===== config.mk =====
export PLATFORM = sky130hd
export DESIGN_NAME = svm_cfg_loader
export DESIGN_NICKNAME = d
export VERILOG_FILES = /design/src/rtl/svm_cfg_loader.sv
export SDC_FILE = /design/constraint.sdc
export NUM_CORES = 2
export LEC_CHECK = 0
export ABC_AREA = 1
export BUFFER_PORTS_ARGS = -buffer_cell sky130_fd_sc_hd__buf_4
export CAP_MARGIN = 40
export CORE_AREA = 2 2 668 670
export DETAILED_ROUTE_END_ITERATION = 10
export DIE_AREA = 0 0 670 672
export GPL_TIMING_DRIVEN = 0
export PLACE_DENSITY = 0.34
export REMOVE_ABC_BUFFERS = 1
export SYNTH_ARGS = -nofsm -noshare
export SYNTH_HDL_FRONTEND = slang
export SYNTH_SLANG_ARGS = --single-unit

===== constraint.sdc =====
create_clock -name clk -period 80.4 [get_ports clk]
set_input_delay 12.06 -clock clk [delete_from_list [all_inputs] [get_ports clk]]
set_output_delay 12.06 -clock clk [all_outputs]
set_load 0.05 [all_outputs]

===== src/rtl/svm_cfg_loader.sv =====
// svm_cfg_loader: packs host SVM coefficients into RAM words, writes the model, then loads the bias.
// Build macro SVM_READBACK_EN adds a checksum readback pass (ram_rdata in, cfg_err out) before DONE.
module svm_cfg_loader #(
   parameter int FEA_W  = 16,
   parameter int N_COEF = 105,
   parameter int N_WORD = 36,
   parameter int ADDR_W = 6
) (
   input  logic                    clk,
   input  logic                    rst,
   input  logic                    start,
   input  logic                    s_valid,
   output logic                    s_ready,
   input  logic [FEA_W-1:0]        s_data,
   output logic [ADDR_W-1:0]       addr_a,
   output logic                    write_en,
   output logic [FEA_W*N_COEF-1:0] o_wdata,
   output logic [FEA_W-1:0]        bias,
   output logic                    b_load,
   input  logic                    fifo_rdy_in,
   output logic                    fifo_rdy_out,
   output logic                    busy,
`ifdef SVM_READBACK_EN
   input  logic [FEA_W*N_COEF-1:0] ram_rdata,
   output logic                    cfg_err,
`endif
   output logic                    cfg_done
);

   localparam int RAM_DW = FEA_W * N_COEF;
   localparam int CW     = $clog2(N_COEF + 1);

   typedef enum logic [2:0] {
      S_IDLE, S_LOAD, S_WRITE, S_BIAS, S_BSTB, S_VERIFY, S_DONE, S_ERR
   } state_t;

   state_t              state_q, state_d;
   logic                s_ready_q, s_ready_d;
   logic                write_en_q, write_en_d;
   logic [ADDR_W-1:0]   addr_q, addr_d;
   logic [RAM_DW-1:0]   wdata_q, wdata_d;
   logic [FEA_W-1:0]    bias_q, bias_d;
   logic                b_load_q, b_load_d;
   logic                busy_q, busy_d;
   logic                cfg_done_q, cfg_done_d;
   logic [CW-1:0]       coef_cnt_q, coef_cnt_d;
   logic [ADDR_W-1:0]   word_cnt_q, word_cnt_d;
   logic                fire;

`ifdef SVM_READBACK_EN
   logic [FEA_W-1:0]    csum_q, csum_d;
   logic [FEA_W-1:0]    acc_q, acc_d;
   logic                iss_q, iss_d;
   logic                pend_q, pend_d;
   logic                cfg_err_q, cfg_err_d;

   function automatic logic [FEA_W-1:0] fold(input logic [RAM_DW-1:0] w);
      logic [FEA_W-1:0] f;
      f = '0;
      for (int i = 0; i < N_COEF; i++) f = f ^ w[i*FEA_W +: FEA_W];
      return f;
   endfunction
`endif

   assign fire = s_valid & s_ready_q;

   always_comb begin
      // NOTE: every _d gets a default here so no path leaves one unassigned (no latches).
      state_d    = state_q;
      s_ready_d  = s_ready_q;
      write_en_d = 1'b0;
      addr_d     = addr_q;
      wdata_d    = wdata_q;
      bias_d     = bias_q;
      b_load_d   = 1'b0;
      busy_d     = busy_q;
      cfg_done_d = cfg_done_q;
      coef_cnt_d = coef_cnt_q;
      word_cnt_d = word_cnt_q;
`ifdef SVM_READBACK_EN
      csum_d     = csum_q;
      acc_d      = acc_q;
      iss_d      = iss_q;
      pend_d     = pend_q;
      cfg_err_d  = cfg_err_q;
`endif
      case (state_q)
         S_IDLE, S_DONE, S_ERR: begin
            if (start) begin
               state_d    = S_LOAD;
               s_ready_d  = 1'b1;
               busy_d     = 1'b1;
               cfg_done_d = 1'b0;
               coef_cnt_d = '0;
               word_cnt_d = '0;
`ifdef SVM_READBACK_EN
               csum_d     = '0;
               cfg_err_d  = 1'b0;
`endif
            end
         end
         S_LOAD: begin
            if (fire) begin
               // First coefficient of a word shifts down to bits [FEA_W-1:0] by the last one.
               wdata_d    = {s_data, wdata_q[RAM_DW-1:FEA_W]};
               coef_cnt_d = coef_cnt_q + 1'b1;
`ifdef SVM_READBACK_EN
               csum_d     = csum_q ^ s_data;
`endif
               if (coef_cnt_q == CW'(N_COEF - 1)) begin
                  state_d    = S_WRITE;
                  s_ready_d  = 1'b0;
                  write_en_d = 1'b1;
                  addr_d     = word_cnt_q;
               end
            end
         end
         S_WRITE: begin
            coef_cnt_d = '0;
            word_cnt_d = word_cnt_q + 1'b1;
            s_ready_d  = 1'b1;
            state_d    = (word_cnt_q == ADDR_W'(N_WORD - 1)) ? S_BIAS : S_LOAD;
         end
         S_BIAS: begin
            if (fire) begin
               bias_d    = s_data;
               b_load_d  = 1'b1;
               s_ready_d = 1'b0;
               state_d   = S_BSTB;
            end
         end
         S_BSTB: begin
`ifdef SVM_READBACK_EN
            state_d = S_VERIFY;
            addr_d  = '0;
            iss_d   = 1'b1;
            pend_d  = 1'b0;
            acc_d   = '0;
`else
            state_d    = S_DONE;
            busy_d     = 1'b0;
            cfg_done_d = 1'b1;
`endif
         end
`ifdef SVM_READBACK_EN
         S_VERIFY: begin
            // One address issued per cycle; its read data arrives, and is folded, one cycle later.
            pend_d = iss_q;
            if (iss_q) begin
               if (addr_q == ADDR_W'(N_WORD - 1)) iss_d = 1'b0;
               else                                addr_d = addr_q + 1'b1;
            end
            if (pend_q) begin
               acc_d = acc_q ^ fold(ram_rdata);
               if (!iss_q) begin
                  busy_d = 1'b0;
                  if (acc_d == csum_q) begin
                     state_d    = S_DONE;
                     cfg_done_d = 1'b1;
                  end else begin
                     state_d   = S_ERR;
                     cfg_err_d = 1'b1;
                  end
               end
            end
         end
`endif
         default: state_d = S_IDLE;
      endcase
   end

   always_ff @(posedge clk or posedge rst) begin
      if (rst) begin
         state_q    <= S_IDLE;
         s_ready_q  <= 1'b0;
         write_en_q <= 1'b0;
         addr_q     <= '0;
         wdata_q    <= '0;
         bias_q     <= '0;
         b_load_q   <= 1'b0;
         busy_q     <= 1'b0;
         cfg_done_q <= 1'b0;
         coef_cnt_q <= '0;
         word_cnt_q <= '0;
`ifdef SVM_READBACK_EN
         csum_q     <= '0;
         acc_q      <= '0;
         iss_q      <= 1'b0;
         pend_q     <= 1'b0;
         cfg_err_q  <= 1'b0;
`endif
      end else begin
         // NOTE: non-blocking so every flop samples the pre-edge value of its _d.
         state_q    <= state_d;
         s_ready_q  <= s_ready_d;
         write_en_q <= write_en_d;
         addr_q     <= addr_d;
         wdata_q    <= wdata_d;
         bias_q     <= bias_d;
         b_load_q   <= b_load_d;
         busy_q     <= busy_d;
         cfg_done_q <= cfg_done_d;
         coef_cnt_q <= coef_cnt_d;
         word_cnt_q <= word_cnt_d;
`ifdef SVM_READBACK_EN
         csum_q     <= csum_d;
         acc_q      <= acc_d;
         iss_q      <= iss_d;
         pend_q     <= pend_d;
         cfg_err_q  <= cfg_err_d;
`endif
      end
   end

   assign s_ready      = s_ready_q;
   assign write_en     = write_en_q;
   assign addr_a       = addr_q;
   assign o_wdata      = wdata_q;
   assign bias         = bias_q;
   assign b_load       = b_load_q;
   assign busy         = busy_q;
   assign cfg_done     = cfg_done_q;
   assign fifo_rdy_out = fifo_rdy_in & cfg_done_q;
`ifdef SVM_READBACK_EN
   assign cfg_err      = cfg_err_q;
`endif

endmodule

-- Yosys cells after proc, flatten, opt, wreduce, memory -nomap -nowiden
Cells that the tools add are included.
- memories kept: 0
- flip-flop bits (word level): 1723
- bits in latches: 0
- memory bits (writable): 0
- output and inout bits: 1708
- input port bits: 21
- ROM bits: 0
- bitwise gates (word level): 2
- multipliers: 0
- mux-type cells: 24
- shift operators: 0
- divide/modulo/power cells: 0
- magnitude comparators: 0
- reductions and logical operators: 14
- eq/ne operators: 12
- add/subtract/negate cells: 2
- operators with widths (kind ; number):
    case mux 7 bit (3 select lines) ; 1
    case mux 3 bit (5 select lines) ; 1
    two-way mux 7 bit ; 2
    two-way mux 3 bit ; 4
    case mux 6 bit (2 select lines) ; 1
    two-way mux 1 bit ; 10
    equality test 3 bit, second input constant ; 3
    inequality test 2 bit, second input constant ; 4
    AND reduction 2 bit ; 4
    adder 7 x 1 -> 7 bit, second input constant ; 1
    equality test 7 bit, second input constant ; 1
    adder 6 x 1 -> 6 bit, second input constant ; 1
    equality test 3 x 2 -> 1 bit, second input constant ; 2
    equality test 6 bit, second input constant ; 1
    two-way mux 6 bit ; 1
    AND reduction 3 bit ; 2
    AND reduction 5 bit ; 1
    case mux 1 bit (2 select lines) ; 2
    case mux 1 bit (4 select lines) ; 1
    AND reduction 4 bit ; 1
    nonzero test 2 bit ; 2
    nonzero test 4 bit ; 1
    equality test 3 x 1 -> 1 bit, second input constant ; 1
    logical NOT 3 bit ; 1
    other kinds (4) ; 5

-- Depth between registers and ports, before layout
- word-level depth: 4
- depth in mapped cells: 9
- mapped depth without buffers: 9

-- Least setup slack after synthesis
No wires, ideal clock.
- path type: input to output
- start: input port fifo_rdy_in
- end: output port fifo_rdy_out
- arrival time: 12427 ps
- cell stages on the path: 2
- slack: 55913 ps
- cell sequence: nand2_1 inv_1
- word-level cells in the longest chain between the ends: 1
- ends and longest elaborated chain (item ; line ; source):
    from (decl) ; 20 ; input logic fifo_rdy_in,
    bitwise AND 1 bit ; 223 ; assign fifo_rdy_out = fifo_rdy_in & cfg_done_q;
    to (decl) ; 21 ; output logic fifo_rdy_out,
No other way between the ends.

-- Final worst setup path
Same ends and word-level chain as after synthesis.

==> results.txt <==
outcome -> complete, no violations
Synth Register Bits -> 1723
Async S/R FF share, synth -> 1.00
sequential area share after synthesis -> 0.638
clk slew on worst S/H paths -> 0.06 ns
Inserted Clock Buffers -> 222
clock latency on the worst-skew pair -> 0.92 ns
synth unique cells -> 24
top_reg_cell synth -> dfrtp_1
global-route wire length before repair -> 450 mm
Die ar. -> 450000 sq um
Post-Synth Simple-Gate Area -> 0.312
Peak VDD IR -> 0.0233 mV
Yosys warning count -> 0
# nets final -> 9022
DRT Wirelength -> 316 mm
Root Buffer -> clkbuf_16
gpl congestion -> 0.850
clock power share -> 0.310
final setup violation count -> 0
Multi-input gate area -> 21600 sq um
worst clock skew -> 0.0922 ns
Synth Area in Adders -> 0.000555
antenna violations before repair -> 3
Comb pwr share -> 0.338
Total GRT Usage -> 0.135
worst slack at placement -> 55.90 ns
Max-Cap Viols -> 0
routed vias/inst -> 3.84
worst min-delay path category -> reg -> reg
Cell Area, Placed -> 88100 sq um
placed cells -> 14700
critical path startpoint category -> input pin
unrepaired setup endpoints after global routing -> no
Iteration-0 DRC Markers -> 4398
relative slew slack -> 0.424
Die Y -> 672 um
largest net degree at the start of global routing -> 145
drt pass-1 iters -> 7
post-layout min period -> 24.50 ns
Synth Area in Compound Gates -> 0.00627
post-CTS sizing -> 0
drt wl/cell -> 20.9 um
CP max FO -> 1
fin util -> 0.216
hold depth -> 2
hold_buf cts -> 0
Crit Path Category -> in -> out
total area of sequential cells -> 43100 sq um
fin. max-slew vios -> 0
Setup TNS Final -> 0 ns
port bufs -> 1728
Synth Instances -> 7491
Die W -> 670 um
Worst EP required -> 68.34 ns
final instance area -> 95700 sq um
postcts setup bufs -> 0
internal power -> 1920 uW
Cell Count, Final, Fillers Out -> 15100
Starting Density -> 0.152
f_max -> 40.8 MHz
DRC -> 0
period utilization -> 0.305
final worst slack -> 55.90 ns
grt ovf -> 0
Post-Syn Area per Cell -> 9.03 sq um
vias in the first global route -> 57300
H-tree depth -> 4
P_sw -> 1440 uW
Post-Synth XOR/XNOR Area -> 0.000389
Flop pwr share -> 0.352
Pwr Density -> 35.2 nW/um^2
P_leak -> 0.0521 uW
WP data arrival -> 12.44 ns
io pins -> 1729
DRT antenna net count -> 0
Reg2Reg Depth -> 19
Filler Cells Inserted -> 48700
hpwl dp -> 233 mm
clk buf depth -> 4
switch share -> 0.429
core area -> 444000 sq um
Mapped Area -> 67600 sq um
final hold vios -> 0
largest family of logic cells by synthesized area -> simple AND/OR/NAND/NOR gates
share of layout cells above drive strength 1 -> 0.241
slew at the pin closest to its max-slew limit -> 0.864 ns
CP Capture Type -> output pin
site row count -> 245
EDFF count, synth -> 0
mux cell area share after synthesis -> 0
CTS sink cnt -> 1723
layout overhead on the synthesized area -> 41.5%
via count -> 58100
TritonCTS clock tree -> built
==> Yosys cell counts, types with 3 or more instances <==
cell,instances,share of area
o21ai_1,22,0.0016
buf_1,12,0.00067
nand3_1,1647,0.12
nand4_1,4,0.00037
inv_1,54,0.0030
ha_1,3,0.00056
clkbuf_1,128,0.0071
a21oi_1,21,0.0016
buf_4,32,0.0036
dfrtp_1,1723,0.64
nor2_1,34,0.0019
nand2_1,3371,0.19
o21ai_0,39,0.0029
buf_2,387,0.029
==> logic make-up (layout without fill, tap and decap cells) <==
group / Yosys count / count (layout)
and+or+nand+nor: 5063 / 5063
DFF: 1723 / 1723
buffers and inverters: 615 / 2304
AOI/OAI and AO/OA: 84 / 84
adders and majority gates: 3 / 3
xor gates and xnor gates: 3 / 3
other: 0 / 5
==> through the flow <==
step           hold slack (ns)  total power (uW)
2_1_floorplan            0.487              1890
3_3_place_gp             0.457              2380
3_5_place_dp             0.462              2350
4_1_cts                  0.477              3430
5_1_grt                  0.511              3520
6_report                 0.474              3360
==> final cells by class <==
| cell class | instances | share of cell area |
|---|---|---|
| diodes | 5 | 0.000131 |
| repair buffers | 1842 | 0.164 |
| flip-flops and latches | 1723 | 0.451 |
| clock inverters | 90 | 0.0116 |
| well taps | 5928 | 0.0775 |
| multi-input cells | 5153 | 0.226 |
| inverters | 56 | 0.00235 |
| clock buffers | 316 | 0.0674 |
==> placed cells by master, fill, tap and decap left out, drive strengths merged, types with 3 or more instances in the layout <==
cell and instances:
a21oi 21, buf 1842, bufinv 18, clkbuf 316, clkinv 57, clkinvlp 7, dfrtp 1723, diode 5
ha 3, inv 64, nand2 3372, nand3 1647, nand4 4, nor2 37, o21ai 61
==> power groups by stage <==
stage          logic (uW)  registers [uW]  clock network (uW)
6_report             1140            1180                1040
3_5_place_dp         1150            1200                   0
3_3_place_gp         1180            1200                   0
5_1_grt              1190            1210                1120
2_1_floorplan         181            1710                   0
4_1_cts              1160            1190                1090
==> sequential cells by signal, summed over array words and instances, names as in the netlist <==
| signal | cells |
|---|---|
| o_wdata | 1680 |
| bias | 16 |
| coef_cnt_q | 7 |
| addr_a | 6 |
| word_cnt_q | 6 |
| state_q | 3 |
| b_load | 1 |
| busy | 1 |
| cfg_done | 1 |
| s_ready | 1 |
| write_en | 1 |
==> critical path: stages <==
cell	delay (ns)
buf_4	0.11
nand2_1	0.05
inv_1	0.03
buf_4	0.18
==> layer usage <==
metal / part of all wire / global-route usage
met1: 0.37 / 0.149
met2: 0.51 / 0.240
met4: 0.037 / 0.0452
met3: 0.080 / 0.0463
met5: 0 / 0
==> path summary, 6_finish.rpt <==
check                                        from                       end  slack [ns]
setup / recovery                      fifo_rdy_in              fifo_rdy_out       55.90
hold / removal             o_wdata[5]$_DFFE_PP0P_    o_wdata[5]$_DFFE_PP0P_        0.47
setup reg to reg           state_q[2]$_DFFE_PP0P_    o_wdata[5]$_DFFE_PP0P_       75.65
hold reg to reg            o_wdata[5]$_DFFE_PP0P_    o_wdata[5]$_DFFE_PP0P_        0.47
max in group asynchronous                     rst  o_wdata[971]$_DFFE_PP0P_       64.72
min in group asynchronous                     rst  o_wdata[634]$_DFFE_PP0P_       11.20
No activity file was read; power rests on OpenSTA's default activity.
